<file path="src/rtl/cubed_tile_pkg.sv">
// Shared tile geometry, loader state encoding and pixel format conversions
// used by the tile writer and the tile loader.
package cubed_tile_pkg;

    localparam int TILE_W       = 32;
    localparam int TILE_H       = 32;
    localparam int FB_STRIDE_QW = 320;

    localparam int BEATS  = TILE_W / 2;
    localparam int BEAT_W = $clog2(BEATS);
    localparam int COL_W  = $clog2(TILE_W);
    localparam int ROW_W  = $clog2(TILE_H);

    localparam logic [BEAT_W-1:0] LAST_BEAT = BEAT_W'(BEATS - 1);
    localparam logic [COL_W-1:0]  LAST_COL  = COL_W'(TILE_W - 1);
    localparam logic [ROW_W-1:0]  LAST_ROW  = ROW_W'(TILE_H - 1);

    typedef enum logic [2:0] {
        S_IDLE  = 3'd0,
        S_REQ   = 3'd1,
        S_DATA  = 3'd2,
        S_DRAIN = 3'd3,
        S_DONE  = 3'd4
    } state_t;

    // Replicating the top bits maps 0x00 to 0x000 and 0xFF to 0x3FF exactly.
    function automatic logic [9:0] argb8_to_u10(input logic [7:0] v);
        return {v, v[7:6]};
    endfunction

    function automatic logic [63:0] pix_to_tb(input logic [31:0] pix);
        return {6'd0, argb8_to_u10(pix[31:24]),
                6'd0, argb8_to_u10(pix[23:16]),
                6'd0, argb8_to_u10(pix[15:8]),
                6'd0, argb8_to_u10(pix[7:0])};
    endfunction

    function automatic logic [7:0] u10_to_u8(input logic [15:0] v);
        logic [7:0] r;
        if (v > 16'h03FF) begin
            r = 8'hFF;
        end else begin
            r = v[9:2];
        end
        return r;
    endfunction

endpackage

</file>
<file path="src/rtl/tile_row_buffer.sv">
// One row of burst beats: written by beat index, read asynchronously by
// pixel-pair index while the row drains into the tile buffer.
module tile_row_buffer
    import cubed_tile_pkg::*;
(
    input  logic              clk,
    input  logic              wr_en,
    input  logic [BEAT_W-1:0] wr_idx,
    input  logic [63:0]       wr_data,
    input  logic [BEAT_W-1:0] rd_idx,
    output logic [63:0]       rd_data
);

    logic [63:0] mem_r [BEATS];

    // Beat capture
    always_ff @(posedge clk) begin
        if (wr_en) begin
            mem_r[wr_idx] <= wr_data;
        end
    end

    assign rd_data = mem_r[rd_idx];

endmodule

</file>
<file path="src/rtl/tile_loader.sv">
// Fetches one tile from the framebuffer row by row, one burst per row, and
// writes each pixel expanded to u0.10 into the tile buffer.
module tile_loader
    import cubed_tile_pkg::*;
(
    input  logic        clk,
    input  logic        reset,
    input  logic        start,
    output logic        done,
    output logic        busy,
    input  logic [15:0] tile_px,
    input  logic [15:0] tile_py,
    input  logic [28:0] fb_base,
    output logic [28:0] rd_addr,
    output logic [7:0]  rd_burstcnt,
    output logic        rd_req,
    input  logic        rd_ack,
    input  logic [63:0] rd_data,
    input  logic        rd_valid,
    output logic [9:0]  tb_wr_addr,
    output logic [63:0] tb_wr_data,
    output logic        tb_wr_en
);

    state_t            state_r, next_state_s;
    logic [ROW_W-1:0]  row_r, row_nxt_s;
    logic [COL_W-1:0]  col_r, col_nxt_s;
    logic [BEAT_W-1:0] beat_r, beat_nxt_s;

    logic              rd_req_r, done_r, busy_r, tb_wr_en_r;
    logic [28:0]       rd_addr_r, rd_addr_nxt_s, row_addr_s, row_y_s;
    logic [15:0]       px_qw_s;
    logic [9:0]        tb_wr_addr_r, tb_wr_addr_nxt_s;
    logic [63:0]       tb_wr_data_r, tb_wr_data_nxt_s;
    logic [63:0]       rb_rd_data_s;
    logic [31:0]       drain_pix_s;
    logic              rb_wr_en_s;

    tile_row_buffer u_row_buffer (
        .clk     (clk),
        .wr_en   (rb_wr_en_s),
        .wr_idx  (beat_r),
        .wr_data (rd_data),
        .rd_idx  (col_nxt_s[COL_W-1:1]),
        .rd_data (rb_rd_data_s)
    );

    // State and position counters
    always_ff @(posedge clk) begin
        if (reset) begin
            state_r <= S_IDLE;
            row_r   <= '0;
            col_r   <= '0;
            beat_r  <= '0;
        end else begin
            state_r <= next_state_s;
            row_r   <= row_nxt_s;
            col_r   <= col_nxt_s;
            beat_r  <= beat_nxt_s;
        end
    end

    // Next state and next row/column/beat position
    always_comb begin
        next_state_s = state_r;
        row_nxt_s    = row_r;
        col_nxt_s    = col_r;
        beat_nxt_s   = beat_r;
        case (state_r)
            S_IDLE: begin
                if (start) begin
                    next_state_s = S_REQ;
                    row_nxt_s    = '0;
                end else begin
                    next_state_s = S_IDLE;
                end
            end
            S_REQ: begin
                if (rd_ack) begin
                    next_state_s = S_DATA;
                    beat_nxt_s   = '0;
                end else begin
                    next_state_s = S_REQ;
                end
            end
            S_DATA: begin
                if (rd_valid) begin
                    beat_nxt_s = beat_r + BEAT_W'(1);
                    if (beat_r == LAST_BEAT) begin
                        next_state_s = S_DRAIN;
                        col_nxt_s    = '0;
                    end else begin
                        next_state_s = S_DATA;
                    end
                end else begin
                    next_state_s = S_DATA;
                end
            end
            S_DRAIN: begin
                col_nxt_s = col_r + COL_W'(1);
                if (col_r == LAST_COL) begin
                    if (row_r == LAST_ROW) begin
                        next_state_s = S_DONE;
                    end else begin
                        next_state_s = S_REQ;
                        row_nxt_s    = row_r + ROW_W'(1);
                    end
                end else begin
                    next_state_s = S_DRAIN;
                end
            end
            S_DONE: begin
                next_state_s = S_IDLE;
            end
            default: begin
                next_state_s = S_IDLE;
            end
        endcase
    end

    // Next values of the registered outputs, looking at the state being entered
    always_comb begin
        px_qw_s          = tile_px >> 1;
        row_y_s          = 29'(tile_py) + 29'(row_nxt_s);
        row_addr_s       = fb_base + row_y_s * 29'(FB_STRIDE_QW) + 29'(px_qw_s);
        rd_addr_nxt_s    = rd_addr_r;
        tb_wr_addr_nxt_s = 10'd0;
        tb_wr_data_nxt_s = 64'd0;
        drain_pix_s      = 32'd0;
        if (next_state_s == S_REQ) begin
            rd_addr_nxt_s = row_addr_s;
        end else begin
            rd_addr_nxt_s = rd_addr_r;
        end
        if (next_state_s == S_DRAIN) begin
            drain_pix_s      = col_nxt_s[0] ? rb_rd_data_s[63:32] : rb_rd_data_s[31:0];
            tb_wr_addr_nxt_s = {row_nxt_s, col_nxt_s};
            tb_wr_data_nxt_s = pix_to_tb(drain_pix_s);
        end else begin
            drain_pix_s      = 32'd0;
        end
        if ((state_r == S_DATA) && rd_valid) begin
            rb_wr_en_s = 1'b1;
        end else begin
            rb_wr_en_s = 1'b0;
        end
    end

    // Output registers
    always_ff @(posedge clk) begin
        if (reset) begin
            rd_req_r     <= 1'b0;
            done_r       <= 1'b0;
            busy_r       <= 1'b0;
            tb_wr_en_r   <= 1'b0;
            rd_addr_r    <= 29'd0;
            tb_wr_addr_r <= 10'd0;
            tb_wr_data_r <= 64'd0;
        end else begin
            rd_req_r     <= (next_state_s == S_REQ);
            done_r       <= (next_state_s == S_DONE);
            busy_r       <= (next_state_s != S_IDLE);
            tb_wr_en_r   <= (next_state_s == S_DRAIN);
            rd_addr_r    <= rd_addr_nxt_s;
            tb_wr_addr_r <= tb_wr_addr_nxt_s;
            tb_wr_data_r <= tb_wr_data_nxt_s;
        end
    end

    assign rd_req      = rd_req_r;
    assign done        = done_r;
    assign busy        = busy_r;
    assign tb_wr_en    = tb_wr_en_r;
    assign rd_addr     = rd_addr_r;
    assign tb_wr_addr  = tb_wr_addr_r;
    assign tb_wr_data  = tb_wr_data_r;
    assign rd_burstcnt = 8'(BEATS);

endmodule

</file>
<file path="config.mk">
export PLATFORM = sky130hd
export DESIGN_NAME = tile_loader
export DESIGN_NICKNAME = d
export VERILOG_FILES = /design/src/rtl/cubed_tile_pkg.sv /design/src/rtl/tile_row_buffer.sv /design/src/rtl/tile_loader.sv
export SDC_FILE = /design/constraint.sdc
export NUM_CORES = 1
export LEC_CHECK = 0
export CELL_PAD_IN_SITES_DETAIL_PLACEMENT = 1
export CELL_PAD_IN_SITES_GLOBAL_PLACEMENT = 1
export CORE_MARGIN = 3
export CORE_UTILIZATION = 50
export DETAILED_ROUTE_END_ITERATION = 10
export PLACE_DENSITY = 0.84
export SYNTH_ARGS = -nofsm -noshare
export SYNTH_HDL_FRONTEND = slang
export SYNTH_HIERARCHICAL = 1
export SYNTH_SLANG_ARGS = --single-unit
export TNS_END_PERCENT = 5
</file>
<file path="constraint.sdc">
create_clock -name clk -period 10.3 [get_ports clk]
set_clock_uncertainty 0.05 [all_clocks]
set_input_delay 2.06 -clock clk [delete_from_list [all_inputs] [get_ports clk]]
set_output_delay 2.06 -clock clk [all_outputs]
set_load 0.01 [all_outputs]
</file>
# Yosys cells after proc, flatten, opt, wreduce, memory -nomap -nowiden

Memory sizes are Yosys's and may differ from the RTL's.
Index checks and enable logic that the tools add are counted.

Bits in registers: 124
Bits in writable memories: 1024
Input port bits: 130
Output and inout bits: 115
Logic and storage cells: 59
Memories kept: 1

Memory list:

| memory             | depth | bits a word | rd ports | clocked after memory_dff | write ports | line                  | RTL |
|---|---|---|---|---|---|---|---|
| u_row_buffer.mem_r | 16    | 64          | 1        | 0                        | 1           | tile_row_buffer.sv:14 | `logic [63:0] mem_r [BEATS];` |

Add/subtract/negate cells: 6
Multipliers: 1
Equality and inequality tests: 11
Muxes and demuxes: 21
Bitwise operators: 1
Reduce and logical (&&, ||, !) cells: 6

Operators with widths:

| kind                                                                   | count |
|---|---|
| 32-bit 2-to-1 mux                                                      | 1 |
| 29-bit by 15-bit adder with 29-bit output                              | 1 |
| 29-bit by 26-bit adder with 29-bit output                              | 1 |
| 5-bit 2-to-1 mux                                                       | 5 |
| 17-bit by 3-bit multiplier with 20-bit output (second input constant)  | 1 |
| 5-bit one-hot mux with 2 select lines                                  | 2 |
| 16-bit by 5-bit adder with 17-bit output                               | 1 |
| 3-bit one-hot mux with 4 select lines                                  | 1 |
| 5-bit by 1-bit adder with 5-bit output (second input constant)         | 2 |
| 5-bit equality test (second input constant)                            | 2 |
| 3-bit by 2-bit equality test with 1-bit output (second input constant) | 3 |
| 3-bit 2-to-1 mux                                                       | 3 |
| 4-bit 2-to-1 mux                                                       | 2 |
| 4-bit one-hot mux with 2 select lines                                  | 1 |
| 3-bit by 1-bit equality test with 1-bit output (second input constant) | 2 |
| 1-bit 2-to-1 mux                                                       | 5 |
| 4-bit by 1-bit adder with 4-bit output (second input constant)         | 1 |
| 4-bit equality test (second input constant)                            | 1 |
| 2-bit != test (second input constant)                                  | 2 |
| 3-bit equality test (second input constant)                            | 1 |
| 3-bit zero test                                                        | 1 |
| 3-bit AND reduction                                                    | 1 |
| 3-bit nonzero test                                                     | 1 |
| 2-bit 2-to-1 mux                                                       | 1 |
| 4 further kinds                                                        | 4 |

# Logic depth before layout (Yosys ltp)

Gate-level depths: netlist (run 1).

Depth after elaboration: 8
Gate-level depth with buffers: 36
Mapped depth without buffers: 35

# By module

Netlist (run 1), hierarchy kept.

Modules (own cells, without submodules):

| module          | times used | cells an instance | area each (um^2) | sequential area each (um^2) |
|---|---|---|---|---|
| tile_row_buffer | 1          | 1583              | 38300.5          | 30749.5 |
| tile_loader     | 1          | 848               | 6761.5           | 1841.8 |

# Worst setup path after synthesis (run 1)

Ideal clock, no wire load.

Path kind: input to register
Start: in rd_valid
End: mem u_row_buffer.mem_r[0][0], enable pin
Setup time: 0.565 ns
Arrival: 7.352 ns
Required time: 9.685 ns
Setup slack: 2.333 ns
Stages: 4
Buffers on the path: 0
Cell sequence: nand2_1 nor3_1 or3b_2 nor3_1

Longest elaborated chain between the ends: 4

RTL lines:

| element                                | line                  | RTL |
|---|---|---|
| start: declaration                     | tile_loader.sv:19     | `input logic rd_valid,` |
| 1-bit logical AND                      | tile_loader.sv:142    | `if ((state_r == S_DATA) && rd_valid) begin` |
| 1-bit 2-to-1 mux                       | tile_loader.sv:142    |  |
| net rb_wr_en_s                         | tile_loader.sv:37     | `logic rb_wr_en_s;` |
| 1-bit 2-to-1 mux                       | tile_row_buffer.sv:18 | `if (wr_en) begin` |
| 1-bit 2-to-1 mux (implied by the code) | tile_row_buffer.sv:19 | `mem_r[wr_idx] <= wr_data;` |
| end: declaration                       | tile_row_buffer.sv:14 |  |

The timed path passes the listed nets, and every way through them passes these cells.

# Worst setup path after layout (run 1)

Start: in start
End: reg rd_addr_r[27], in the netlist rd_addr[27]

Longest elaborated chain between the ends: 6
Elaborated cells on any way between the ends: 9
Classes of those cells: add/sub (3); mul (1); eq/ne (1); mux (4)

RTL lines:

| element                                       | line               | RTL |
|---|---|---|
| start: declaration                            | tile_loader.sv:8   | `input logic start,` |
| 5-bit 2-to-1 mux                              | tile_loader.sv:71  | `if (start) begin` |
| 5-bit one-hot mux with 2 select lines         | tile_loader.sv:69  | `case (state_r)` |
| net row_nxt_s[1]                              | tile_loader.sv:26  | `logic [ROW_W-1:0] row_r, row_nxt_s;` |
| 16-bit by 5-bit adder with 17-bit output      | tile_loader.sv:124 | `row_y_s = 29'(tile_py) + 29'(row_nxt_s);` |
| 17-bit by 3-bit multiplier with 20-bit output | tile_loader.sv:125 | `row_addr_s = fb_base + row_y_s * 29'(FB_STRIDE_QW) + 29'(px_qw_s);` |
| 29-bit by 26-bit adder with 29-bit output     | tile_loader.sv:125 |  |
| 29-bit by 15-bit adder with 29-bit output     | tile_loader.sv:125 |  |
| end signal: assignment                        | tile_loader.sv:164 | `rd_addr_r <= rd_addr_nxt_s;` |
| end: declaration                              | tile_loader.sv:31  | `logic [28:0] rd_addr_r, rd_addr_nxt_s, row_addr_s, row_y_s;` |

The timed path passes the listed nets, and every way through them passes these cells.
A chain may end at the register's enable or synchronous reset.

==> results.yml, run 1 <==
min_path:
  hp-class: "flop to flop"
  min_path_cells: 2
routing:
  vias_per_cell: 6.33
  post_drt_wl_per_cell_um: 31.6
  vias: 24900
  firstDrtPassIters: 5
  drt_wl_total_um: 124000
  ant_nets: 0
  drt_iter0_drc: 3044
  drc: 0
floorplan:
  die_h_um: 306
  num_io_pins: 245
  start_util_pct: 50.7
  rows: 109
  core_sq_um: 88900
  die_w_um: 306
  die_area_sq_um: 93800
pwr:
  p_sw_mw: 2.21
  p_int_mw: 7.47
  sequentialPowerShare_pct: 51.8
  p_sw_share_pct: 22.9
  vdd_drop_max_mv: 0.185
  p_per_area_nw_per_um2: 187
  comb_power_share_pct: 8.1
  leakage_nw: 16.7
  pwr-share-clk_pct: 40.1
grt:
  grt_pass1_vias: 26400
  global_route.overflow_total: 0
  grt_pass1_wl_um: 182000
  track_usage_pct: 26.5
  antenna_found_initial: 8
  grt_start_max_net_pins: 155
logic_synthesis:
  synth_cells: 2431
  avgSynthCellArea_sq_um: 18.5
  synth_seq_cells: 1116
  synth.largest_area_cell: "edfxtp_1"
  syn_area_sq_um: 45100
  ys_seq_area_share_pct: 72.3
  yosys-top-cells-count: "edfxtp_1 (1,024), mux4_2 (256), nand2_1 (189)"
  synth-edff-count: 1024
  synth_flop_cell: "edfxtp_1"
  netlist_top_cells_area: "edfxtp_1 (68%), mux4_2 (13%), dfxtp_1 (4.1%)"
  synth.distinct_cells: 66
  yosys_warnings: 6
  async_flop_share_pct: 0
  synth_most_common_cell: "edfxtp_1"
  synth_top_area_share_pct: 68.2
sta:
  max_slew_margin_pct: 23.6
  setup_viol: 0
  maxSlewViolCount: 0
  rsz0062_at_grt: "no"
  setup_tns_ns: 0
  fmax_mhz: 116
  post-route-period-util_pct: 83.6
  min_period_ns: 8.61
  fin_ws_ns: 1.69
  worst_pin_slew_ns: 1.14
  holdWs_ns: 0.405
  hold_viol: 0
placed_design:
  pre_cts_ws_ns: 1.07
  dp_hpwl_um: 67600
  gp_congestion: 0.936
  port-buffer-count: 211
  postPlaceCellArea_sq_um: 48300
finish:
  layout-drive-gt1-share_pct: 17.8
  fin_area_sq_um: 51800
  fillers: 7732
  nNetsFinal: 2887
  postLayoutCoreUtil_pct: 58.2
  area_delta_synth_final_pct: 14.9
clock_tree:
  cts_buffer_depth: 3
  postCtsSetupBuffers: 0
  clock-sinks: 1116
  tritoncts: "yes"
  path_clk_slew_ns: 0.06
  cts_htree_levels: 3
  insertion_delay_ns: 0.70
  cts_hold_repair.buffers: 0
  root_buffer: "clkbuf_16"
  ctsResizeCount: 0
  numCtsBuffers: 107
setup_path:
  reg2reg_slack_ns: 2.76
  crit_top_cell: "ha_1"
  critPathLaunchType: "input pin"
  cp_data_arrival_time_ns: 9.15
  crit_fanout: 8
  required_ns: 10.85
  worstSetupEndpointType: "flop"
  reg2reg_depth: 30
  crit_type: "input pin to flop"
  cpMaxStageDelayCell: "o41ai_1"
  max_stage_delay_ns: 0.61
status:
  outcome: "complete, no violations"
flow_run:
  maxCapViolCount: 0
==> cell type report <==
| class | count | area, sq um | area share [%] |
|---|---|---|---|
| timing repair buffer | 252 | 2440 | 4.71 |
| sequential | 1116 | 32600 | 62.9 |
| clock buffer | 150 | 3010 | 5.82 |
| multi-input combinational | 1128 | 11600 | 22.4 |
| clock inverter | 54 | 453 | 0.875 |
| inverter | 58 | 233 | 0.449 |
| antenna | 5 | 12.5 | 0.0242 |
| tap | 1165 | 1460 | 2.81 |
==> critical path, delay by kind of cell <==
kind	cells	cell delay [ns]
XOR/XNOR	2	0.38
buffers and inverters	2	0.60
adder cells (fa/ha/maj)	5	1.61
AND/OR/NAND/NOR	7	1.41
AO/OA/AOI/OAI	13	3.09
==> layer usage <==
layer	global-route usage, %	share of wire [%]	routed length (um)	vias up
met4	8.92	3.2	3970	6
met1	34.4	37	45400	13000
li1	-	-	-	10200
met3	5.68	9.8	12200	245
met5	0	0.034	42	-
met2	45.0	50	62600	1497
==> power by group through the flow <==
| stage | combinational [mW] | sequential, mW | clock (mW) |
|---|---|---|---|
| floorplan | 0.457 | 5.12 | 0 |
| detailed placement | 0.771 | 5.11 | 0 |
| CTS | 0.781 | 5.01 | 3.94 |
| global placement | 0.742 | 5.10 | 0 |
| finish | 0.785 | 5.01 | 3.88 |
| global route | 0.864 | 5.01 | 4.10 |
==> stage by stage <==
stage                     instances  power [mW]
final                          3928        9.68
after global routing           3924        9.98
after CTS                      3923        9.73
after detailed placement       3719        5.88
after global placement         3719        5.84
after floorplan                2461        5.57
==> flip-flops by register name, indices dropped and copies added (netlist names) <==
signal	flops
u_row_buffer/mem_r	1024
tb_wr_data	32
rd_addr	29
tb_wr_addr	10
col_r	5
row_r	5
beat_r	4
state_r	3
busy	1
done	1
rd_req	1
tb_wr_en	1
==> final timing paths <==
check,start,end
setup / recovery,start,rd_addr[27]
hold / removal,rd_addr[6],rd_addr[6]
setup reg to reg,col_r[0],rd_addr[27]
hold reg to reg,rd_addr[6],rd_addr[6]
==> cells by family (layout without fill, tap and decap cells) <==
group | count (synthesis) | in the layout | share of synthesized area [%]
AND/OR/NAND/NOR | 365 | 365 | 3.59
buffers and inverters | 217 | 514 | 2.53
XOR/XNOR | 51 | 51 | 0.991
AO/OA/AOI/OAI | 329 | 329 | 4.91
other | 2 | 37 | 0.0167
flip-flops | 1116 | 1116 | 72.3
multiplexers | 257 | 257 | 12.8
adder cells (fa/ha/maj) | 94 | 94 | 2.81
==> cell usage in the layout (no fill, tap or decap), types with 16 or more instances in the layout <==
| cell | instances |
|---|---|
| inv_1 | 56 |
| clkinv_2 | 25 |
| conb_1 | 32 |
| a22oi_1 | 131 |
| clkbuf_16 | 109 |
| a21o_1 | 16 |
| xnor2_1 | 36 |
| nor2_1 | 59 |
| dfxtp_1 | 92 |
| nand2_1 | 189 |
| ha_1 | 82 |
| a21oi_1 | 91 |
| clkinv_1 | 17 |
| clkbuf_1 | 28 |
| mux4_2 | 256 |
| clkdlybuf4s50_1 | 210 |
| buf_4 | 39 |
| edfxtp_1 | 1024 |
| nand3_1 | 26 |
| o21ai_0 | 20 |
(Power assumes the default switching activity.)
==> run 2, diff against run 1 <==
- clock period: 10.3 -> 8 ns (I/O delays scaled with it)
==> results.yml, run 2 (same netlist as run 1, synthesis figures left out) <==
status:
  outcome: "complete, no violations"
setup_path:
  max_stage_delay_ns: 0.49
  crit_fanout: 6
  cpMaxStageDelayCell: "clkdlybuf4s50_1"
  required_ns: 8.51
  crit_top_cell: "ha_1"
  worstSetupEndpointType: "flop"
  cp_data_arrival_time_ns: 7.95
  crit_type: "input pin to flop"
  critPathLaunchType: "input pin"
  reg2reg_slack_ns: 1.00
floorplan:
  start_util_pct: 50.7
  die_w_um: 306
  die_h_um: 306
  core_sq_um: 88900
  die_area_sq_um: 93800
  num_io_pins: 245
  rows: 109
clock_tree:
  path_clk_slew_ns: 0.05
  numCtsBuffers: 109
  cts_htree_levels: 3
  tritoncts: "yes"
  cts_hold_repair.buffers: 0
  insertion_delay_ns: 0.71
  clock-sinks: 1116
  cts_buffer_depth: 3
  root_buffer: "clkbuf_16"
pwr:
  vdd_drop_max_mv: 0.272
  p_sw_share_pct: 22.7
  p_per_area_nw_per_um2: 243
  p_sw_mw: 2.90
  comb_power_share_pct: 8.5
  pwr-share-clk_pct: 41.0
  p_int_mw: 9.85
  sequentialPowerShare_pct: 50.6
  leakage_nw: 17.0
finish:
  nNetsFinal: 2931
  final_cell_mix: "edfxtp_1 (1,024), mux4_2 (256), clkdlybuf4s50_1 (210)"
  seqCellArea_sq_um: 32600
  layout-drive-gt1-share_pct: 19.1
  area_delta_synth_final_pct: 16.2
  fillers: 7739
  regMostFlops: "u_row_buffer/mem_r"
  largest_reg_flops: 1024
  multiInputGateArea_sq_um: 11600
  final_common_cell: "edfxtp_1"
grt:
  grt_start_max_net_pins: 125
  grt_pass1_wl_um: 186000
  antenna_found_initial: 12
  global_route.overflow_total: 0
  track_usage_pct: 27.0
  grt_pass1_vias: 27000
sta:
  post-route-period-util_pct: 92.9
  min_period_ns: 7.43
  setup_viol: 0
  hold_viol: 0
  setup_tns_ns: 0
  maxSlewViolCount: 0
  worst_pin_slew_ns: 1.12
  holdWs_ns: 0.403
  max_slew_margin_pct: 25.5
  fmax_mhz: 135
placed_design:
  gp_congestion: 0.917
  port-buffer-count: 211
  dp_hpwl_um: 69400
routing:
  vias_per_cell: 6.31
  drt_wl_total_um: 126000
  firstDrtPassIters: 5
  drc: 0
  vias: 25100
  ant_nets: 0
  post_drt_wl_per_cell_um: 31.7
  drt_iter0_drc: 2905
min_path:
  hp-class: "flop to flop"
flow_run:
  maxCapViolCount: 0
-- run 2: changes by cell type in the layout (fill, tap and decap cells not counted), moves of 2 or more --
| cell | previous run | this run |
|---|---|---|
| buf_12 | 2 | 7 |
| buf_4 | 39 | 76 |
| bufinv_16 | 4 | 11 |
| clkbuf_1 | 28 | 23 |
| clkbuf_8 | 13 | 8 |
| clkinv_1 | 17 | 25 |
| clkinv_2 | 25 | 16 |
| clkinv_8 | 0 | 3 |
| diode_2 | 5 | 9 |
| inv_16 | 3 | 1 |
-- run 2: final timing paths --
path	start	to	cells past startpoint
setup / recovery	start	rd_addr[28]	32
hold / removal	rd_addr[6]	rd_addr[6]	2
setup reg to reg	col_r[0]	rd_addr[26]	36
hold reg to reg	rd_addr[6]	rd_addr[6]	2
-- run 2: cell type report --
type | instances | share of cell area [%]
Antenna cell | 9 | 0.0430
Clock buffer | 141 | 5.63
Clock inverter | 62 | 1.31
Inverter | 58 | 0.444
Multi-Input combinational cell | 1128 | 22.2
Sequential cell | 1116 | 62.2
Tap cell | 1165 | 2.78
Timing Repair Buffer | 294 | 5.38
-- run 2: power by group through the flow --
| stage | clock (mW) | combinational (mW) | sequential [mW] |
|---|---|---|---|
| final | 5.22 | 1.08 | 6.45 |
| after global placement | 0 | 1.01 | 6.57 |
| after detailed placement | 0 | 1.06 | 6.57 |
| after floorplan | 0 | 0.589 | 6.59 |
| after global routing | 5.50 | 1.19 | 6.45 |
| after CTS | 5.29 | 1.07 | 6.45 |
-- run 2: what timing repair did --
action	4_1_cts	5_1_grt
buffers inserted	0	1
setup endpoints to repair	0	4
resized for setup	0	6
-- run 2: metrics by stage --
stage	utilization [%]	total power, mW	instance area, sq um	instances	worst slack, ns
2_1_floorplan	-	7.17	45200	2461	0.493
3_3_place_gp	54.7	7.58	48700	3760	-0.0503
3_5_place_dp	54.7	7.63	48700	3760	-0.187
4_1_cts	58.8	12.8	52300	3963	0.419
5_1_grt	58.9	13.1	52300	3967	-0.00345
6_report	58.9	12.7	52400	3973	0.567
-- run 2: critical path, delay by kind of cell --
| kind | cells | cell delay, ns |
|---|---|---|
| XOR/XNOR | 2 | 0.31 |
| buffers and inverters | 4 | 0.88 |
| AO/OA/AOI/OAI | 15 | 2.55 |
| multiplexers | 1 | 0.34 |
| adder cells (fa/ha/maj) | 5 | 1.53 |
| AND/OR/NAND/NOR | 5 | 0.71 |
-- run 2: per-layer routing --
layer	GRT usage, %	wire (um)	vias to the layer above
li1	-	-	10300
met1	34.9	45200	13000
met2	45.7	63400	1526
met3	6.12	12800	290
met4	9.34	4570	8
met5	0	53	-
==> run 3, diff against run 2 <==
--- a/config.mk
+++ b/config.mk
@@ -8,8 +8,7 @@
 export CELL_PAD_IN_SITES_DETAIL_PLACEMENT = 1
 export CELL_PAD_IN_SITES_GLOBAL_PLACEMENT = 1
-export CORE_MARGIN = 3
 export CORE_UTILIZATION = 50
 export DETAILED_ROUTE_END_ITERATION = 10
-export PLACE_DENSITY = 0.84
+export PLACE_DENSITY_LB_ADDON = 0.1
 export SYNTH_ARGS = -nofsm -noshare
 export SYNTH_HDL_FRONTEND = slang
==> constraint.sdc (replaced) <==
create_clock -name clk -period 8 [get_ports clk]
set_clock_uncertainty 0.05 [all_clocks]
set_input_delay 1.6 -clock clk [delete_from_list [all_inputs] [get_ports clk]]
set_output_delay 1.6 -clock clk [all_outputs]
set_load 0.05 [all_outputs]
==> results.yml, run 3 (same netlist as run 1, synthesis figures left out) <==
routing:
  vias_per_cell: 6.05
  firstDrtPassIters: 5
  vias: 24300
  ant_nets: 0
  drt_wl_total_um: 117000
  drc: 0
  drt_iter0_drc: 2151
  post_drt_wl_per_cell_um: 29.1
grt:
  grt_pass1_vias: 25500
  track_usage_pct: 26.0
  antenna_found_initial: 10
  grt_start_max_net_pins: 103
  global_route.overflow_total: 0
  grt_pass1_wl_um: 170000
floorplan:
  core_sq_um: 88800
  num_io_pins: 245
  die_h_um: 302
  die_area_sq_um: 91300
  start_util_pct: 50.8
  rows: 109
  die_w_um: 302
sta:
  maxSlewViolCount: 0
  fmax_mhz: 133
  hold_viol: 0
  min_period_ns: 7.50
  setup_viol: 0
  setup_tns_ns: 0
  post-route-period-util_pct: 93.7
  max_slew_margin_pct: 4.08
  rsz0062_at_grt: "no"
  worst_pin_slew_ns: 1.44
clock_tree:
  clock-sinks: 1116
  tritoncts: "yes"
  root_buffer: "clkbuf_16"
  insertion_delay_ns: 0.69
  numCtsBuffers: 109
  path_clk_slew_ns: 0.06
  postCtsSetupBuffers: 0
  cts_htree_levels: 3
  cts_buffer_depth: 3
finish:
  nNetsFinal: 2978
  layout-drive-gt1-share_pct: 20.5
  final_cells: 4014
  largest_reg_flops: 1024
  regMostFlops: "u_row_buffer/mem_r"
  seqCellArea_sq_um: 32600
  final_cell_mix: "edfxtp_1 (1,024), mux4_2 (256), clkdlybuf4s50_1 (210)"
  final_common_cell: "edfxtp_1"
  multiInputGateArea_sq_um: 11600
  fin_area_sq_um: 52600
  area_delta_synth_final_pct: 16.7
  fillers: 7778
pwr:
  vdd_drop_max_mv: 0.223
  leakage_nw: 17.2
  p_per_area_nw_per_um2: 243
  p_total_mw: 12.8
setup_path:
  cp_data_arrival_time_ns: 8.06
  crit_fanout: 4
  crit_top_cell: "ha_1"
  max_stage_delay_ns: 0.55
  required_ns: 8.56
  cpMaxStageDelayCell: "clkdlybuf4s50_1"
  crit_type: "input pin to flop"
  worstSetupEndpointType: "flop"
  critPathLaunchType: "input pin"
placed_design:
  postPlaceCellArea_sq_um: 49000
  dp_hpwl_um: 68800
  port-buffer-count: 211
  dp_cells: 3808
  gp_congestion: 0.835
min_path:
  hp-class: "flop to flop"
flow_run:
  maxCapViolCount: 0
status:
  outcome: "complete, no violations"
-- run 3: changes by cell type in the layout (fill, tap and decap cells not counted), moves of 3 or more --
cell | previous run | this run
buf_4 | 76 | 124
bufinv_16 | 11 | 4
clkbuf_16 | 110 | 116
clkinv_1 | 25 | 17
clkinv_2 | 16 | 24
clkinv_8 | 3 | 0
diode_2 | 9 | 5
-- run 3: layout make-up --
cell class                 count  share of cell area [%]
multi-input combinational   1128                    22.1
tap                         1165                    2.77
antenna                        5                  0.0238
inverter                      58                   0.443
clock buffer                 148                    5.88
sequential                  1116                    62.0
clock inverter                53                   0.809
timing repair buffer         341                    6.01
-- run 3: layer usage --
layer	track usage [%]	up-vias	share of wire [%]
li1	-	10300	-
met1	35.6	12900	41
met2	42.9	881	49
met3	4.65	171	6.9
met4	7.56	6	2.6
met5	0	-	0.036
-- run 3: repair_timing --
item	CTS	global route
hold buffers	0	0
setup endpoints to repair	0	3
resized for setup	0	5
-- run 3: final timing paths --
kind	startpoint	to	slack, ns	cells after the start
worst max-delay path	start	rd_addr[28]	0.50	34
worst min-delay path	rd_addr[2]	rd_addr[2]	0.41	2
worst max register to register	col_r[0]	rd_addr[28]	0.90	35
worst min register to register	rd_addr[2]	rd_addr[2]	0.41	2
-- run 3: worst max-delay path: cells and delay by family --
| kind | cells | cell delay (ns) |
|---|---|---|
| xor gates and xnor gates | 2 | 0.36 |
| and+or+nand+nor | 6 | 0.67 |
| AOI/OAI and AO/OA | 14 | 2.42 |
| adders and majority gates | 5 | 1.46 |
| buffers and inverters | 6 | 1.18 |
| muxes | 1 | 0.36 |
-- run 3: power breakdown --
| group | internal, mW | leakage, nW | total (mW) | switching, mW |
|---|---|---|---|---|
| registers | 6.42 | 9.95 | 6.45 | 0.0325 |
| clock network | 2.84 | 1.73 | 5.03 | 2.19 |
| logic | 0.518 | 5.50 | 1.29 | 0.774 |
| total | 9.78 | 17.2 | 12.8 | 2.99 |
-- run 3: stage by stage --
step	utilization [%]	hold WS, ns	worst slack [ns]
after floorplan	-	0.438	0.493
after global placement	55.2	0.392	-0.341
after detailed placement	55.2	0.403	-0.343
after CTS	59.2	0.412	0.358
after global routing	59.2	0.433	0.0664
final	59.2	0.408	0.505
